===== src/rtl/region_press_decoder.sv =====
// Debounces the smoothed colour-region stream into discrete press events and
// queues them in a small first-word-fall-through FIFO for the game controller.
module region_press_decoder #(
  parameter int unsigned HOLD_SAMPLES    = 3,
  parameter int unsigned RELEASE_SAMPLES = 2,
  parameter int unsigned FIFO_DEPTH      = 4
) (
  input  logic                          PCLK,
  input  logic                          reset,
  input  logic                          en,
  input  logic [3:0]                    green_region,
  output logic                          press_valid,
  output logic [1:0]                    press_color,
  input  logic                          press_ready,
  output logic                          overflow,
  output logic [$clog2(FIFO_DEPTH):0]   fifo_count
);

  localparam int unsigned AW = $clog2(FIFO_DEPTH);
  localparam int unsigned CW = AW + 1;

  typedef enum logic [1:0] {StArmed, StCandidate, StWaitRelease} state_e;

  state_e     state_q, state_d;
  logic [3:0] hcnt_q, hcnt_d;
  logic [3:0] rcnt_q, rcnt_d;
  logic [1:0] cand_q, cand_d;

  logic       is_none, is_single;
  logic [1:0] single_idx;
  logic [3:0] hcnt_inc, rcnt_inc;
  logic       push;
  logic [1:0] push_color;

  logic [1:0]    mem_q [FIFO_DEPTH];
  logic [AW-1:0] wptr_q, rptr_q;
  logic [CW-1:0] count_q;
  logic          overflow_q;
  logic          fifo_full, pop, push_ok;

  // Classify the sample: no colour, exactly one colour (and which), or several.
  always_comb begin
    is_none    = (green_region == 4'b0000);
    is_single  = 1'b1;
    single_idx = 2'd0;
    unique case (green_region)
      4'b0001: single_idx = 2'd0;
      4'b0010: single_idx = 2'd1;
      4'b0100: single_idx = 2'd2;
      4'b1000: single_idx = 2'd3;
      default: is_single = 1'b0;
    endcase
  end

  assign hcnt_inc = hcnt_q + 4'd1;
  assign rcnt_inc = rcnt_q + 4'd1;

  // Detector state register and counters.
  always_ff @(posedge PCLK) begin
    if (reset) begin
      state_q <= StArmed;
      hcnt_q  <= 4'd0;
      rcnt_q  <= 4'd0;
      cand_q  <= 2'd0;
    end else begin
      state_q <= state_d;
      hcnt_q  <= hcnt_d;
      rcnt_q  <= rcnt_d;
      cand_q  <= cand_d;
    end
  end

  // Detector next-state; only strobed samples advance it.
  always_comb begin
    state_d = state_q;
    hcnt_d  = hcnt_q;
    rcnt_d  = rcnt_q;
    cand_d  = cand_q;
    if (en) begin
      unique case (state_q)
        StArmed: begin
          if (is_single) begin
            cand_d = single_idx;
            hcnt_d = 4'd1;
            if (HOLD_SAMPLES == 1) begin
              state_d = StWaitRelease;
              rcnt_d  = 4'd0;
            end else begin
              state_d = StCandidate;
            end
          end
        end
        StCandidate: begin
          if (is_single && (single_idx == cand_q)) begin
            hcnt_d = hcnt_inc;
            if (hcnt_inc == 4'(HOLD_SAMPLES)) begin
              state_d = StWaitRelease;
              rcnt_d  = 4'd0;
            end
          end else if (is_single) begin
            cand_d = single_idx;
            hcnt_d = 4'd1;
          end else begin
            state_d = StArmed;
            hcnt_d  = 4'd0;
          end
        end
        StWaitRelease: begin
          if (is_none) begin
            rcnt_d = rcnt_inc;
            if (rcnt_inc == 4'(RELEASE_SAMPLES)) begin
              state_d = StArmed;
              rcnt_d  = 4'd0;
              hcnt_d  = 4'd0;
            end
          end else begin
            rcnt_d = 4'd0;
          end
        end
        default: begin
          state_d = StArmed;
          hcnt_d  = 4'd0;
        end
      endcase
    end
  end

  // Press event generation: fires on the sample that completes the hold.
  always_comb begin
    push       = 1'b0;
    push_color = single_idx;
    if (en && is_single) begin
      unique case (state_q)
        StArmed:     push = (HOLD_SAMPLES == 1);
        StCandidate: push = (single_idx == cand_q) && (hcnt_inc == 4'(HOLD_SAMPLES));
        default:     push = 1'b0;
      endcase
    end
  end

  assign fifo_full = (count_q == CW'(FIFO_DEPTH));
  assign pop       = (count_q != '0) && press_ready;
  // A full queue still accepts a push when the head leaves on the same edge.
  assign push_ok   = push && (!fifo_full || pop);

  // FIFO pointers, occupancy and the registered overflow pulse.
  always_ff @(posedge PCLK) begin
    if (reset) begin
      wptr_q     <= '0;
      rptr_q     <= '0;
      count_q    <= '0;
      overflow_q <= 1'b0;
    end else begin
      if (push_ok) wptr_q <= wptr_q + AW'(1);
      if (pop)     rptr_q <= rptr_q + AW'(1);
      unique case ({push_ok, pop})
        2'b10:   count_q <= count_q + CW'(1);
        2'b01:   count_q <= count_q - CW'(1);
        default: count_q <= count_q;
      endcase
      overflow_q <= push && fifo_full && !pop;
    end
  end

  // FIFO storage; contents are don't-care outside the valid window.
  always_ff @(posedge PCLK) begin
    if (!reset && push_ok) mem_q[wptr_q] <= push_color;
  end

  assign press_valid = (count_q != '0);
  assign press_color = press_valid ? mem_q[rptr_q] : 2'd0;
  assign overflow    = overflow_q;
  assign fifo_count  = count_q;

endmodule


===== config.mk =====
export PLATFORM = sky130hd
export DESIGN_NAME = region_press_decoder
export DESIGN_NICKNAME = d
export VERILOG_FILES = /design/src/rtl/region_press_decoder.sv
export SDC_FILE = /design/constraint.sdc
export NUM_CORES = 1
export LEC_CHECK = 0
export BUFFER_PORTS_ARGS = -buffer_cell sky130_fd_sc_hd__buf_2
export CAP_MARGIN = 5
export CELL_PAD_IN_SITES_DETAIL_PLACEMENT = 0
export CELL_PAD_IN_SITES_GLOBAL_PLACEMENT = 1
export CORE_MARGIN = 10
export CORE_UTILIZATION = 49
export CTS_CLUSTER_SIZE = 28
export DETAILED_ROUTE_END_ITERATION = 16
export GPL_TIMING_DRIVEN = 0
export PLACE_DENSITY = 0.86
export REMOVE_ABC_BUFFERS = 1
export SLEW_MARGIN = 20
export SYNTH_ARGS = -nofsm -noshare
export SYNTH_HDL_FRONTEND = slang
export SYNTH_SLANG_ARGS = --single-unit
export TNS_END_PERCENT = 1

===== constraint.sdc =====
create_clock -name PCLK -period 4 [get_ports PCLK]
set_clock_uncertainty 0.15 [all_clocks]
set_input_delay 0.4 -clock PCLK [delete_from_list [all_inputs] [get_ports PCLK]]
set_output_delay 0.4 -clock PCLK [all_outputs]
set_load 0.01 [all_outputs]

Word-level counts from Yosys, hierarchy flattened
Memories as Yosys holds them, arrays and structs flattened. A register that Yosys moved wholly into a read port is not among the register bits.
Index checks and enable logic that the tools add are counted.

word-level totals
  bits in registers = 20
  latch bits = 0
  memory bits (writable) = 8
  ROM bits = 0
  input bits = 8
  output and inout bits = 7
  logic and storage cells = 89
  memories = 1

memories
  memory  words  width  read ports  clocked after Yosys merged registers in  wr ports  RTL line  text
  mem_q   4      2      1           1                                        1         35        logic [1:0] mem_q [FIFO_DEPTH];

operators by class
  add/sub/neg operators = 6
  $mul = 0
  divide/modulo/power cells = 0
  $lt $le $gt $ge = 0
  equal/unequal tests = 20
  shift-type cells = 0
  multiplexer cells = 31
  bitwise logic cells = 0
  reduce and logical (&&, ||, !) cells = 23

operators with widths
  kind                 number
  $mux 4               8
  $mux 2               11
  $eq 4x2->1 const B   3
  $ne 2x2->1 const B   6
  $pmux 2 s3           2
  $pmux 4 s3           1
  $add 4x1->4 const B  2
  $logic_and 1x1->1    8
  $pmux 4 s2           1
  $reduce_and 4->1     2
  $mux 1               6
  $ne 3x3->1 const B   2
  $pmux 3 s2           1
  $reduce_and 6->1     1
  $reduce_bool 2->1    3
  $add 2x1->2 const B  2
  $eq 2x1->1 const B   2
  $eq 2x2->1 const B   2
  $eq 4x1->1 const B   1
  $eq 4x3->1 const B   1
  $eq 4x4->1 const B   1
  $logic_not 4->1      1
  $pmux 2 s2           1
  $reduce_or 4->1      1
  9 further kinds      11

Longest topological paths before layout
Gate-level depths: netlist (run 1).

  word-level depth = 10
  mapped depth = 8
  gate-level depth less buffers = 8

Worst setup path after synthesis (run 1)
No wires, ideal clock.

  path kind = input port to flip-flop
  from = input green_region[0]
  to = register count_q[2] (netlist: fifo_count[2])
  setup time = 123 ps
  arrival = 2555 ps
  required time = 3727 ps
  path slack = 1171 ps
  stages on the path = 8
  buffers on the path = 1
  cell sequence = buf_2 -> or4b_4 -> o311a_1 -> nor3_4 -> a31oi_2 -> fa_1 -> mux2i_1 -> mux2_1

between the ends
  longest elaborated chain between the ends = 9
  elaborated cells on any way between the ends = 17
  those cells by class = 7 x eq/ne; 5 x mux; 5 x reduce/logical

ends and longest elaborated chain
  element                                          RTL line  text
  from (decl)                                      11        input logic [3:0] green_region,
  $eq 4x4->1 (tied with other cells)               46        unique case (green_region)
  $pmux 2 s3                                       46
  $eq 2x2->1                                       135       StCandidate: push = (single_idx == cand_q) && (hcnt_inc == 4'(HOLD_SAMPLES));
  $logic_and 1x1->1                                135
  $mux 1                                           133       unique case (state_q)
  $mux 1 *                                         132       if (en && is_single) begin
  $logic_and 1x1->1 *                              144       assign push_ok = push && (!fifo_full || pop);
  $eq 2x1->1 or $eq 2x2->1 (tied branches)         156       unique case ({push_ok, pop})
  $pmux 3 s2 or $reduce_bool 2->1 (tied branches)  -
  to (signal assigned)                             157       2'b10: count_q <= count_q + CW'(1);
  to (signal assigned)                             158       2'b01: count_q <= count_q - CW'(1);
  to (signal assigned)                             159       default: count_q <= count_q;
  to (decl)                                        37        logic [CW-1:0] count_q;

Every way passes the cells marked *; elsewhere a longest branch is shown, timed or not.
A chain may end at the register's enable or synchronous reset.

Worst setup path after layout (run 1)
  from = register hcnt_q[0]
  to = register count_q[2] (netlist: fifo_count[2])

between the ends
  longest elaborated chain between the ends = 8
  elaborated cells on any way between the ends = 10
  those cells by class = 1 x add/sub; 3 x eq/ne; 3 x mux; 3 x reduce/logical

ends and longest elaborated chain
  element                                          RTL line  text
  from (decl)                                      25        logic [3:0] hcnt_q, hcnt_d;
  from (signal assigned)                           67        hcnt_q <= hcnt_d;
  $add 4x1->4 *                                    55        assign hcnt_inc = hcnt_q + 4'd1;
  $eq 4x2->1 *                                     135
  $logic_and 1x1->1 *                              135
  $mux 1 *                                         133
  $mux 1 *                                         132
  $logic_and 1x1->1 *                              144
  $eq 2x1->1 or $eq 2x2->1 (tied branches)         156
  $pmux 3 s2 or $reduce_bool 2->1 (tied branches)  -

Marked as above.

==> reports/qor.json, run 1 <==
{
  "run_status": "completed",
  "buffer_ports.inserted": 14,
  "cp_slowest_cell": "sky130_fd_sc_hd__o32ai_2",
  "timing_worst_slew_pin_value_ns": 0.575,
  "total_switching_power_uw": 205,
  "num_vias": 1385,
  "drt_wl_total_mm": 3.55,
  "netlist.top_cell.by_area": "sky130_fd_sc_hd__dfxtp_1",
  "hold_class": "in -> reg",
  "drtAntennaViolNets": 0,
  "syn_inst": 186,
  "synth.area.top_cells": "sky130_fd_sc_hd__dfxtp_1 25%, sky130_fd_sc_hd__edfxtp_1 14%, sky130_fd_sc_hd__ha_1 5.7%, sky130_fd_sc_hd__nor2_1 3.6%, sky130_fd_sc_hd__xnor2_1 3.0%",
  "clock_insertion_delay_worst_skew_ns": 0.33,
  "syn-cell-area_mm2": 0.00175,
  "timing_hold_violations_final": 0,
  "pwr-share-seq": 0.504,
  "postCtsSetupBuffers": 0,
  "cts_max_level": 2,
  "crit_path_cell_chain": "ha_1 -> a21boi_1 -> a21oi_1 -> o32ai_2 -> a31oi_2 -> fa_1 -> mux2i_1 -> mux2_1",
  "cts_resized": 0,
  "intPower_uw": 474,
  "slew_viol_final": 0,
  "cts.sink_count": 30,
  "drive_above_1_share": 0.164,
  "floorplan.die.width_um": 79.8,
  "worst_ir_drop_vdd_uv": 110,
  "grtUsageTotal": 0.120,
  "post_synth_and_or_nand_nor_area_fraction": 0.269,
  "grt_overflow": 0,
  "fin_worst_hold_slack_ns": 0.248,
  "maxCapViolations": 0,
  "final_nets": 217,
  "synth_top_family_by_area": "simple AND/OR/NAND/NOR gates",
  "leakage_power_summed_over_all_cells_nw": 0.697,
  "synth-compound-area-share": 0.136,
  "comb_power_share": 0.215,
  "synth_flop_cell": "sky130_fd_sc_hd__dfxtp_1",
  "cts_tree": "built",
  "synthesized_area_per_cell_um2": 9.42,
  "diodes": 0,
  "area_of_the_core_mm2": 0.00339,
  "timing.critical_path.from_type": "flip-flop",
  "setup_repair_after_global_routing_missed_its_margin": "false",
  "drc_errors": 0,
  "ys_types": 52,
  "worst_setup_path_end_kind": "flip-flop",
  "totalNegativeSetupSlack_ns": 0,
  "final.period_utilization": 0.743,
  "nFillCells": 320,
  "finalPower_uw": 679,
  "critPathMaxFanout": 8,
  "post-synth-top-area-fraction": 0.251,
  "grt_pass1_wl_mm": 6.23,
  "switching_share_of_power": 0.302,
  "fin_crit_ns": 2.97,
  "setup-violations-final": 0,
  "fmaxAchievable_mhz": 336,
  "initial_core_util": 0.517,
  "drt_iter0_markers": 53,
  "p_per_area_mw_per_mm2": 358,
  "dp_hpwl_mm": 2.61,
  "cts.reportedPaths.clkPinSlew_ns": 0.10,
  "cts_root_buffer": "sky130_fd_sc_hd__clkbuf_4",
  "numCtsBuffers": 5,
  "cp_data_required_time_ns": 4.06,
  "synth_fa_ha_area_frac": 0.0686,
  "route.detailed.vias_per_inst": 5.61,
  "mux_share_of_post_synthesis_cell_area": 0.0550,
  "area_growth_syn_to_layout_pct": 8.29,
  "dieHeight_um": 79.8,
  "wl_per_cell_um": 14.4,
  "top_count_cell_post_synth": "sky130_fd_sc_hd__dfxtp_1",
  "gpl_congestion": 0.792,
  "grt_pass1_vias": 1435,
  "ys_async_sr_fraction": 0,
  "synth.ff_latch_count": 30,
  "slew_headroom": 0.614,
  "hold_buffer_count_at_cts": 0,
  "yosys.area_share.xor_xnor": 0.0300,
  "grt_max_degree": 26,
  "worst_stage_delay_on_the_critical_path_ns": 0.51,
  "criticalPathCategory": "reg -> reg",
  "rows": 21,
  "most_frequent_cells_after_synthesis": "22 x sky130_fd_sc_hd__dfxtp_1, 17 x sky130_fd_sc_hd__nor2_1, 13 x sky130_fd_sc_hd__inv_1",
  "power_frac_clock": 0.280,
  "clock_tree.buffer_depth": 2,
  "grt_antenna_before_repair": 0,
  "synth-edff-count": 8,
  "yosysWarnings": 0,
  "die_area_mm2": 0.00637,
  "sequential_share_of_the_synthesized_area": 0.389,
  "ioPinCount": 15,
  "first_pass_iters": 4,
  "cp.arrival_ns": 3.03
}
[path summary, 6_finish.rpt]
check,start,end,slack [ns],cells past startpoint
setup / recovery,hcnt_q[0],fifo_count[2],1.03,8
hold / removal,press_ready,overflow,0.25,3
setup reg to reg,hcnt_q[0],fifo_count[2],1.03,8
hold reg to reg,rptr_q[1],flip-flop,0.37,2
[flip-flops by register name, summed over array words and instances (netlist names), named ones only]
register    flops
rptr_q          2
fifo_count      3
wptr_q          2
hcnt_q          4
cand_q          2
mem_q           8
overflow        1
rcnt_q          4
state_q         2
[metal layers]
layer  vias up  share of wire  wire length, um  global-route usage
li1        703              -                -                   -
met1       663           0.44             1570               0.129
met2        17           0.51             1820               0.214
met3         2          0.039              137              0.0428
met4         0         0.0056               20              0.0370
met5         -              0                0                   0
[power by group through the flow]
stage | Clock, mW | Sequential [mW] | Combinational (mW)
floorplan | 0 | 0.350 | 0.0927
global placement | 0 | 0.349 | 0.139
detailed placement | 0 | 0.350 | 0.148
CTS | 0.197 | 0.343 | 0.148
global route | 0.209 | 0.346 | 0.166
finish | 0.190 | 0.342 | 0.146
[per-stage QoR]
step | area, um^2 | utilization | std cells | worst slack (ns)
2_1_floorplan | 1710 | - | 179 | 1.26
3_3_place_gp | 1840 | 0.542 | 239 | 0.977
3_5_place_dp | 1840 | 0.542 | 239 | 0.926
4_1_cts | 1900 | 0.560 | 247 | 0.988
5_1_grt | 1900 | 0.560 | 247 | 0.827
6_report | 1900 | 0.560 | 247 | 1.03
[kinds of logic after synthesis]
kind of cell / after synthesis
muxes: 7
AOI/OAI and AO/OA: 36
adders and majority gates: 9
buffers and inverters: 20
xor gates and xnor gates: 6
and+or+nand+nor: 78
DFF: 30
[cell usage in the layout (no fill, tap or decap), drive strengths merged, types with 2 or more instances in the layout]
master   n
mux2i    4
xnor2    6
buf     14
nand3b   4
inv     13
or3b     2
nor2    18
o32ai    2
o22ai    4
a21oi   10
o21ai   10
or4b     3
and2     2
a31oi    2
and3     2
nand4    6
clkbuf   7
ha       8
edfxtp   8
nand3    6
nand2b   5
dfxtp   22
nor3     7
nand2   10
nor2b    5
nand4b   3
mux4     2
[cell type report]
class	instances	area, um^2	share of cell area
Multi-Input combinational cell	136	980	0.516
Inverter	13	48.8	0.0257
Clock buffer	7	55.1	0.0290
Tap cell	46	57.6	0.0303
Timing Repair Buffer	14	70.1	0.0369
Clock inverter	1	5.00	0.00264
Sequential cell	30	681	0.359
[worst max-delay path: cells and delay by family (launching register included)]
kind                     cells  cell delay (ns)
AO/OA/AOI/OAI                4             1.08
adder cells (fa/ha/maj)      2             0.70
multiplexers                 2             0.50
flip-flops                   1             0.43
Power figures use the tool's default switching activity.
==> inputs of run 2 (changes only) <==
--- a/config.mk
+++ b/config.mk
@@ -10,11 +10,11 @@
 export CELL_PAD_IN_SITES_DETAIL_PLACEMENT = 0
 export CELL_PAD_IN_SITES_GLOBAL_PLACEMENT = 1
 export CORE_MARGIN = 10
-export CORE_UTILIZATION = 49
+export CORE_UTILIZATION = 41
 export CTS_CLUSTER_SIZE = 28
 export DETAILED_ROUTE_END_ITERATION = 16
 export GPL_TIMING_DRIVEN = 0
-export PLACE_DENSITY = 0.86
+export PLACE_DENSITY = 0.77
 export REMOVE_ABC_BUFFERS = 1
 export SLEW_MARGIN = 20
 export SYNTH_ARGS = -nofsm -noshare
==> constraint.sdc (replaced) <==
create_clock -name PCLK -period 2.55 [get_ports PCLK]
set_clock_uncertainty 0.15 [all_clocks]
set_input_delay 0.255 -clock PCLK [delete_from_list [all_inputs] [get_ports PCLK]]
set_output_delay 0.255 -clock PCLK [all_outputs]
set_load 0.01 [all_outputs]
==> run 2 against run 1 <==
Effect of this change: largest cell class unchanged; routed wire length grew 12%; fmax grew 17%; highest routed layer unchanged; die area grew 14%; cell count grew 3.6%.
==> reports/qor.json, run 2 (synthesis results as in run 1) <==
{
  "layout_common_cells": "18 x sky130_fd_sc_hd__dfxtp_1, 17 x sky130_fd_sc_hd__nor2_1, 14 x sky130_fd_sc_hd__buf_2, 13 x sky130_fd_sc_hd__inv_1",
  "die_area": {"value": 0.00729, "unit": "mm^2", "change": "+14%"},
  "buffer_ports.inserted": {"value": 14, "change": "unchanged"},
  "grt_overflow": {"value": 0, "change": "unchanged"},
  "reg2reg_setup_slack": {"value": 0.02, "unit": "ns", "change": "-1.01 ns"},
  "hold_buffer_count_at_cts": {"value": 0, "change": "unchanged"},
  "cp_slowest_cell": "sky130_fd_sc_hd__a2111o_1",
  "worst_ir_drop_vdd": {"value": 383, "unit": "uV", "change": "+250%"},
  "final.period_utilization": {"value": 0.994, "change": "+0.251"},
  "fin_crit": {"value": 2.53, "unit": "ns", "change": "-0.438 ns"},
  "timing_worst_slew_pin_value": {"value": 0.666, "unit": "ns", "change": "+0.0911 ns"},
  "timing_hold_violations_final": {"value": 0, "change": "unchanged"},
  "top_flop_regs": "mem_q (8), hcnt_q (4), rcnt_q (4)",
  "initial_core_util": {"value": 0.432, "change": "-0.0851"},
  "grt_antenna_before_repair": {"value": 0, "change": "unchanged"},
  "wl_per_cell": {"value": 15.6, "unit": "um", "change": "+8.5%"},
  "crit_end": "fifo_count[2]",
  "route.detailed.vias_per_inst": {"value": 5.68, "change": "+1.3%"},
  "setup_repair_after_global_routing_missed_its_margin": "true",
  "drc_errors": {"value": 0, "change": "unchanged"},
  "drt_wl_total": {"value": 3.99, "unit": "mm", "change": "+12%"},
  "dp_hpwl": {"value": 2.80, "unit": "mm", "change": "+7.4%"},
  "timing.critical_path.from_type": "flip-flop",
  "worstReg2RegStart": "cand_q[1]",
  "dp.cells": {"value": 243, "change": "+1.7%"},
  "cts_tree": "built",
  "grt_pass1_vias": {"value": 1489, "change": "+3.8%"},
  "critical_path.startpoint": "cand_q[1]",
  "largest_register": "mem_q",
  "drive_above_1_share": {"value": 0.228, "change": "+0.0640"},
  "grtUsageTotal": {"value": 0.113, "change": "-0.00739"},
  "diodes": {"value": 0, "change": "unchanged"},
  "rows": {"value": 23, "change": "+9.5%"},
  "first_pass_iters": {"value": 4, "change": "unchanged"},
  "leakage_power_summed_over_all_cells": {"value": 0.756, "unit": "nW", "change": "+8.5%"},
  "drt_iter0_markers": {"value": 102, "change": "+92%"},
  "worst_setup_path_end_kind": "flip-flop",
  "largest_reg_flops": {"value": 8, "change": "unchanged"},
  "critPathMaxFanout": {"value": 2, "change": "-6"},
  "critical_path_depth": {"value": 7, "change": "-1"},
  "cts_root_buffer": "sky130_fd_sc_hd__clkbuf_8",
  "final_core_utilization": {"value": 0.508, "change": "-0.0514"},
  "cp.arrival": {"value": 2.57, "unit": "ns", "change": "-0.46 ns"},
  "final_nets": {"value": 222, "change": "+2.3%"},
  "run_status": "completed",
  "critical_path_buf_inv_count": {"value": 0, "change": "unchanged"},
  "layoutNonFillerInstCount": {"value": 256, "change": "+3.6%"},
  "grt_pass1_wl": {"value": 6.77, "unit": "mm", "change": "+8.6%"},
  "slew_headroom": {"value": 0.553, "change": "-0.0612"},
  "numCtsBuffers": {"value": 5, "change": "unchanged"},
  "clock_tree.buffer_depth": {"value": 2, "change": "unchanged"},
  "crit_path_cell_chain": "or3b_4 -> a2111o_1 -> nand3_4 -> a31oi_4 -> fa_2 -> mux2i_2 -> mux2_4",
  "endpoint_of_the_worst_slack_reg_to_reg_timing_path": "fifo_count[2]",
  "clock_insertion_delay_worst_skew": {"value": 0.29, "unit": "ns", "change": "-0.04 ns"},
  "drtAntennaViolNets": {"value": 0, "change": "unchanged"},
  "commonest_non_fill_non_tap_cell_in_the_layout": "sky130_fd_sc_hd__dfxtp_1",
  "timing.critical_path.max_delay_family": "multiplexers",
  "ioPinCount": {"value": 15, "change": "unchanged"},
  "hold_class": "in -> reg",
  "grt_max_degree": {"value": 26, "change": "unchanged"},
  "hold_depth": {"value": 3, "change": "unchanged"},
  "ff2ff_path_depth": {"value": 7, "change": "-1"},
  "area_of_the_core": {"value": 0.00406, "unit": "mm^2", "change": "+20%"},
  "worst_stage_delay_on_the_critical_path": {"value": 0.42, "unit": "ns", "change": "-0.09 ns"},
  "slew_viol_final": {"value": 0, "change": "unchanged"},
  "totalNegativeSetupSlack": {"value": 0, "unit": "ns", "change": "unchanged"},
  "fmaxAchievable": {"value": 395, "unit": "MHz", "change": "+17%"},
  "p_per_area": {"value": 667, "unit": "mW/mm^2", "change": "+86%"},
  "setup-violations-final": {"value": 0, "change": "unchanged"},
  "floorplan.die.width": {"value": 85.4, "unit": "um", "change": "+7.0%"},
  "cts.reportedPaths.clkPinSlew": {"value": 0.07, "unit": "ns", "change": "-0.03 ns"},
  "maxCapViolations": {"value": 0, "change": "unchanged"},
  "cp_data_required_time": {"value": 2.58, "unit": "ns", "change": "-1.48 ns"},
  "dieHeight": {"value": 85.4, "unit": "um", "change": "+7.0%"},
  "area_growth_syn_to_layout_pct": 17.7,
  "criticalPathCategory": "reg -> reg",
  "cts_max_level": {"value": 2, "change": "unchanged"},
  "cts.sink_count": {"value": 30, "change": "unchanged"},
  "gpl_congestion": {"value": 0.797, "change": "+0.59%"},
  "num_vias": {"value": 1454, "change": "+5.0%"}
}
==> run 2: changes by cell type in the layout (fill, tap and decap cells not counted), sizes merged <==
cell / delta
buf: +5
bufinv: +2
clkbuf: -2
==> run 2: routing by layer <==
metal,GRT usage,share of wire,up-vias
met5,0,0,-
li1,-,-,708
met1,0.123,0.44,699
met2,0.195,0.49,40
met3,0.0363,0.053,7
met4,0.0479,0.015,0
==> run 2: tightest hold or removal path: stages <==
cell and delay [ns]:
sky130_fd_sc_hd__buf_2 0.08, sky130_fd_sc_hd__or4b_2 0.14, sky130_fd_sc_hd__nor3_1 0.06
==> run 2: power breakdown <==
part | internal (mW) | leakage (nW) | switching, mW
clock network | 0.387 | 0.0658 | 0.193
logic | 0.118 | 0.436 | 0.138
registers | 0.513 | 0.254 | 0.0273
total | 1.02 | 0.756 | 0.358
==> run 2: area by class of cell <==
| cell class | instances | area, um^2 |
|---|---|---|
| inverter | 13 | 48.8 |
| tap | 50 | 62.6 |
| clock buffer | 5 | 68.8 |
| multi-input combinational | 136 | 1020 |
| timing repair buffer | 19 | 108 |
| sequential | 30 | 686 |
| clock inverter | 3 | 63.8 |
| fill | 412 | 2000 |
==> run 2: worst min-delay path by stage <==
| stage | to | from | slack (ns) |
|---|---|---|---|
| final | overflow | press_ready | 0.15 |
| after global routing | overflow | press_ready | 0.18 |
| after CTS | overflow | press_ready | 0.14 |
| after detailed placement | rptr_q[1] | rptr_q[1] | 0.35 |
| after global placement | rptr_q[1] | rptr_q[1] | 0.33 |
| after floorplan | fifo_count[1] | reset | 0.17 |
==> run 2: metrics by stage <==
| stage | hold slack, ns | power (mW) | cell area (um^2) | setup slack [ns] |
|---|---|---|---|---|
| 2_1_floorplan | 0.174 | 0.695 | 1710 | -0.0667 |
| 3_3_place_gp | 0.326 | 0.767 | 1840 | -0.369 |
| 3_5_place_dp | 0.346 | 0.782 | 1840 | -0.459 |
| 4_1_cts | 0.145 | 1.38 | 2040 | 0.00869 |
| 5_1_grt | 0.179 | 1.43 | 2060 | -0.0470 |
| 6_report | 0.146 | 1.38 | 2060 | 0.0159 |
==> run 2: timing repair <==
action / in CTS / in global routing
pin swaps: 6 / 1
gates resized for setup: 8 / 4
setup buffers: 5 / 0
endpoints found under the setup margin: 2 / 1
==> inputs of run 3 (changes only) <==
--- a/config.mk
+++ b/config.mk
@@ -10,11 +10,12 @@
 export CELL_PAD_IN_SITES_DETAIL_PLACEMENT = 0
 export CELL_PAD_IN_SITES_GLOBAL_PLACEMENT = 1
 export CORE_MARGIN = 10
-export CORE_UTILIZATION = 41
+export CORE_UTILIZATION = 43
+export CTS_BUF_LIST = sky130_fd_sc_hd__clkbuf_4 sky130_fd_sc_hd__clkbuf_8
 export CTS_CLUSTER_SIZE = 28
 export DETAILED_ROUTE_END_ITERATION = 16
 export GPL_TIMING_DRIVEN = 0
-export PLACE_DENSITY = 0.77
+export PLACE_DENSITY = 0.8
 export REMOVE_ABC_BUFFERS = 1
 export SLEW_MARGIN = 20
 export SYNTH_ARGS = -nofsm -noshare
==> run 3 against run 2 <==
Effect of this change: flip-flop and latch count is the same; non-clock buffer count decreased by 1; worst setup slack improved by 0.029 ns; fmax is 1.2% higher; clock power decreased by 37%; sequential share of layout area up 0.94 points.
==> reports/qor.json, run 3 (synthesis results as in run 1) <==
{
  "run_status": "completed",
  "grt_max_degree": {"value": 26, "change": "unchanged"},
  "maxCapViolations": {"value": 0, "change": "unchanged"},
  "cts.reportedPaths.clkPinSlew": {"value": 0.06, "unit": "ns", "change": "about the same"},
  "slew_viol_final": {"value": 0, "change": "unchanged"},
  "worst_ir_drop_vdd": {"value": 281, "unit": "uV", "change": "-27%"},
  "drt_wl_total": {"value": 3.99, "unit": "mm", "change": "-0.10%"},
  "reg2reg_setup_slack": {"value": 0.05, "unit": "ns", "change": "+0.03 ns"},
  "totalNegativeSetupSlack": {"value": 0, "unit": "ns", "change": "unchanged"},
  "drt_iter0_markers": {"value": 207, "change": "+100%"},
  "timing_worst_slew_pin_value": {"value": 0.593, "unit": "ns", "change": "-0.0732 ns"},
  "dieHeight": {"value": 83.8, "unit": "um", "change": "-1.8%"},
  "setup_repair_after_global_routing_missed_its_margin": "true",
  "grt_overflow": {"value": 0, "change": "unchanged"},
  "drc_errors": {"value": 0, "change": "unchanged"},
  "clock_tree.buffer_depth": {"value": 2, "change": "unchanged"},
  "cts_max_level": {"value": 2, "change": "unchanged"},
  "cp.arrival": {"value": 2.52, "unit": "ns", "change": "-0.05 ns"},
  "criticalPathCategory": "reg -> reg",
  "gpl_congestion": {"value": 0.789, "change": "-0.98%"},
  "diodes": {"value": 0, "change": "unchanged"},
  "layout_common_cells": "19 x sky130_fd_sc_hd__dfxtp_1, 17 x sky130_fd_sc_hd__nor2_1, 14 x sky130_fd_sc_hd__buf_2, 13 x sky130_fd_sc_hd__inv_1",
  "grt_pass1_vias": {"value": 1540, "change": "+3.4%"},
  "first_pass_iters": {"value": 5, "change": "+1"},
  "p_per_area": {"value": 577, "unit": "mW/mm^2", "change": "-14%"},
  "cts.sink_count": {"value": 30, "change": "unchanged"},
  "timing_hold_violations_final": {"value": 0, "change": "unchanged"},
  "buffer_ports.inserted": {"value": 14, "change": "unchanged"},
  "leakage_power_summed_over_all_cells": {"value": 0.722, "unit": "nW", "change": "-4.4%"},
  "final.period_utilization": {"value": 0.982, "change": "-0.0115"},
  "timing.critical_path.from_type": "flip-flop",
  "commonest_non_fill_non_tap_cell_in_the_layout": "sky130_fd_sc_hd__dfxtp_1",
  "wl_per_cell": {"value": 15.6, "unit": "um", "change": "+0.29%"},
  "area_of_the_core": {"value": 0.00397, "unit": "mm^2", "change": "-2.1%"},
  "drive_above_1_share": {"value": 0.215, "change": "-0.0135"},
  "dp_hpwl": {"value": 2.78, "unit": "mm", "change": "-0.76%"},
  "area_growth_syn_to_layout_pct": 14.3,
  "floorplan.die.width": {"value": 83.8, "unit": "um", "change": "-1.8%"},
  "critPathMaxFanout": {"value": 5, "change": "+3"},
  "clock_insertion_delay_worst_skew": {"value": 0.28, "unit": "ns", "change": "about the same"},
  "hold_buffer_count_at_cts": {"value": 0, "change": "unchanged"},
  "drtAntennaViolNets": {"value": 0, "change": "unchanged"},
  "rows": {"value": 23, "change": "unchanged"},
  "ioPinCount": {"value": 15, "change": "unchanged"},
  "grt_antenna_before_repair": {"value": 0, "change": "unchanged"},
  "cp_data_required_time": {"value": 2.56, "unit": "ns", "change": "-0.02 ns"},
  "grt_pass1_wl": {"value": 6.97, "unit": "mm", "change": "+3.0%"},
  "initial_core_util": {"value": 0.441, "change": "+0.00938"},
  "num_vias": {"value": 1459, "change": "+0.34%"},
  "fin_crit": {"value": 2.50, "unit": "ns", "change": "-0.0292 ns"},
  "hold_class": "in -> reg",
  "final_core_utilization": {"value": 0.504, "change": "-0.00408"},
  "numCtsBuffers": {"value": 5, "change": "unchanged"},
  "setup-violations-final": {"value": 0, "change": "unchanged"},
  "worst_setup_path_end_kind": "flip-flop",
  "grtUsageTotal": {"value": 0.117, "change": "+0.00425"},
  "largest_register": "mem_q",
  "final_nets": {"value": 221, "change": "-0.45%"},
  "die_area": {"value": 0.00703, "unit": "mm^2", "change": "-3.6%"},
  "slew_headroom": {"value": 0.601, "change": "+0.0488"},
  "largest_reg_flops": {"value": 8, "change": "unchanged"},
  "route.detailed.vias_per_inst": {"value": 5.72, "change": "+0.74%"},
  "fmaxAchievable": {"value": 399, "unit": "MHz", "change": "+1.2%"},
  "cts_root_buffer": "sky130_fd_sc_hd__clkbuf_8",
  "cts_tree": "built",
  "top_flop_regs": "mem_q (8), hcnt_q (4), rcnt_q (4)"
}
-- run 3: cell count changes in the layout (fill, tap and decap cells not counted), sizes merged --
cell	previous run	this run
clkinv	1	2
bufinv	2	0
buf	19	18
clkinvlp	0	1
-- run 3: worst max-delay path, cell delays in order (launching register included) --
cell and delay (ns):
sky130_fd_sc_hd__dfxtp_2 0.34, sky130_fd_sc_hd__or3b_4 0.40, sky130_fd_sc_hd__a2111o_1 0.41, sky130_fd_sc_hd__nand3_4 0.12, sky130_fd_sc_hd__a31oi_4 0.10, sky130_fd_sc_hd__fa_2 0.37, sky130_fd_sc_hd__mux2i_1 0.17, sky130_fd_sc_hd__mux2_1 0.33
-- run 3: timing repair --
action / CTS / global route
endpoints found under the setup margin: 2 / 2
buffers inserted: 4 / 0
pin swaps: 5 / 1
resized for setup: 6 / 4
hold endpoints to repair: 0 / 0
-- run 3: layout make-up --
cell class / instances / area [um^2]
fillers: 355 / 1970
multi-input cells: 136 / 1020
flip-flops and latches: 30 / 684
repair buffers: 18 / 100
clock buffers: 5 / 68.8
well taps: 50 / 62.6
inverters: 13 / 48.8
clock inverters: 3 / 16.3
-- run 3: report_power, final --
group / switching [mW] / leakage, nW / internal (mW) / total (mW)
Sequential: 0.0261 / 0.253 / 0.513 / 0.540
Clock: 0.178 / 0.0416 / 0.186 / 0.364
Combinational: 0.140 / 0.427 / 0.111 / 0.251
-- run 3: worst paths after layout --
path                    start             to  depth (start not counted)
setup reg to reg    cand_q[1]  fifo_count[2]                          7
hold reg to reg     rptr_q[1]      flip-flop                          2
setup / recovery    cand_q[1]  fifo_count[2]                          7
hold / removal    press_ready       overflow                          3
-- run 3: through the flow --
stage / std cells / worst slack, ns / hold WS, ns / area (um^2) / total power [mW]
after floorplan: 179 / -0.0667 / 0.174 / 1710 / 0.695
after global placement: 243 / -0.358 / 0.325 / 1840 / 0.766
after detailed placement: 243 / -0.462 / 0.342 / 1840 / 0.782
after CTS: 255 / 0.0199 / 0.167 / 1980 / 1.17
after global routing: 255 / -0.0319 / 0.194 / 2000 / 1.23
final: 255 / 0.0451 / 0.174 / 2000 / 1.15
-- run 3: metal layers --
layer	up-vias	part of all wire	track usage
li1	710	-	-
met1	708	0.42	0.133
met2	35	0.51	0.195
met3	6	0.058	0.0381
met4	0	0.011	0.0472
met5	-	0	0
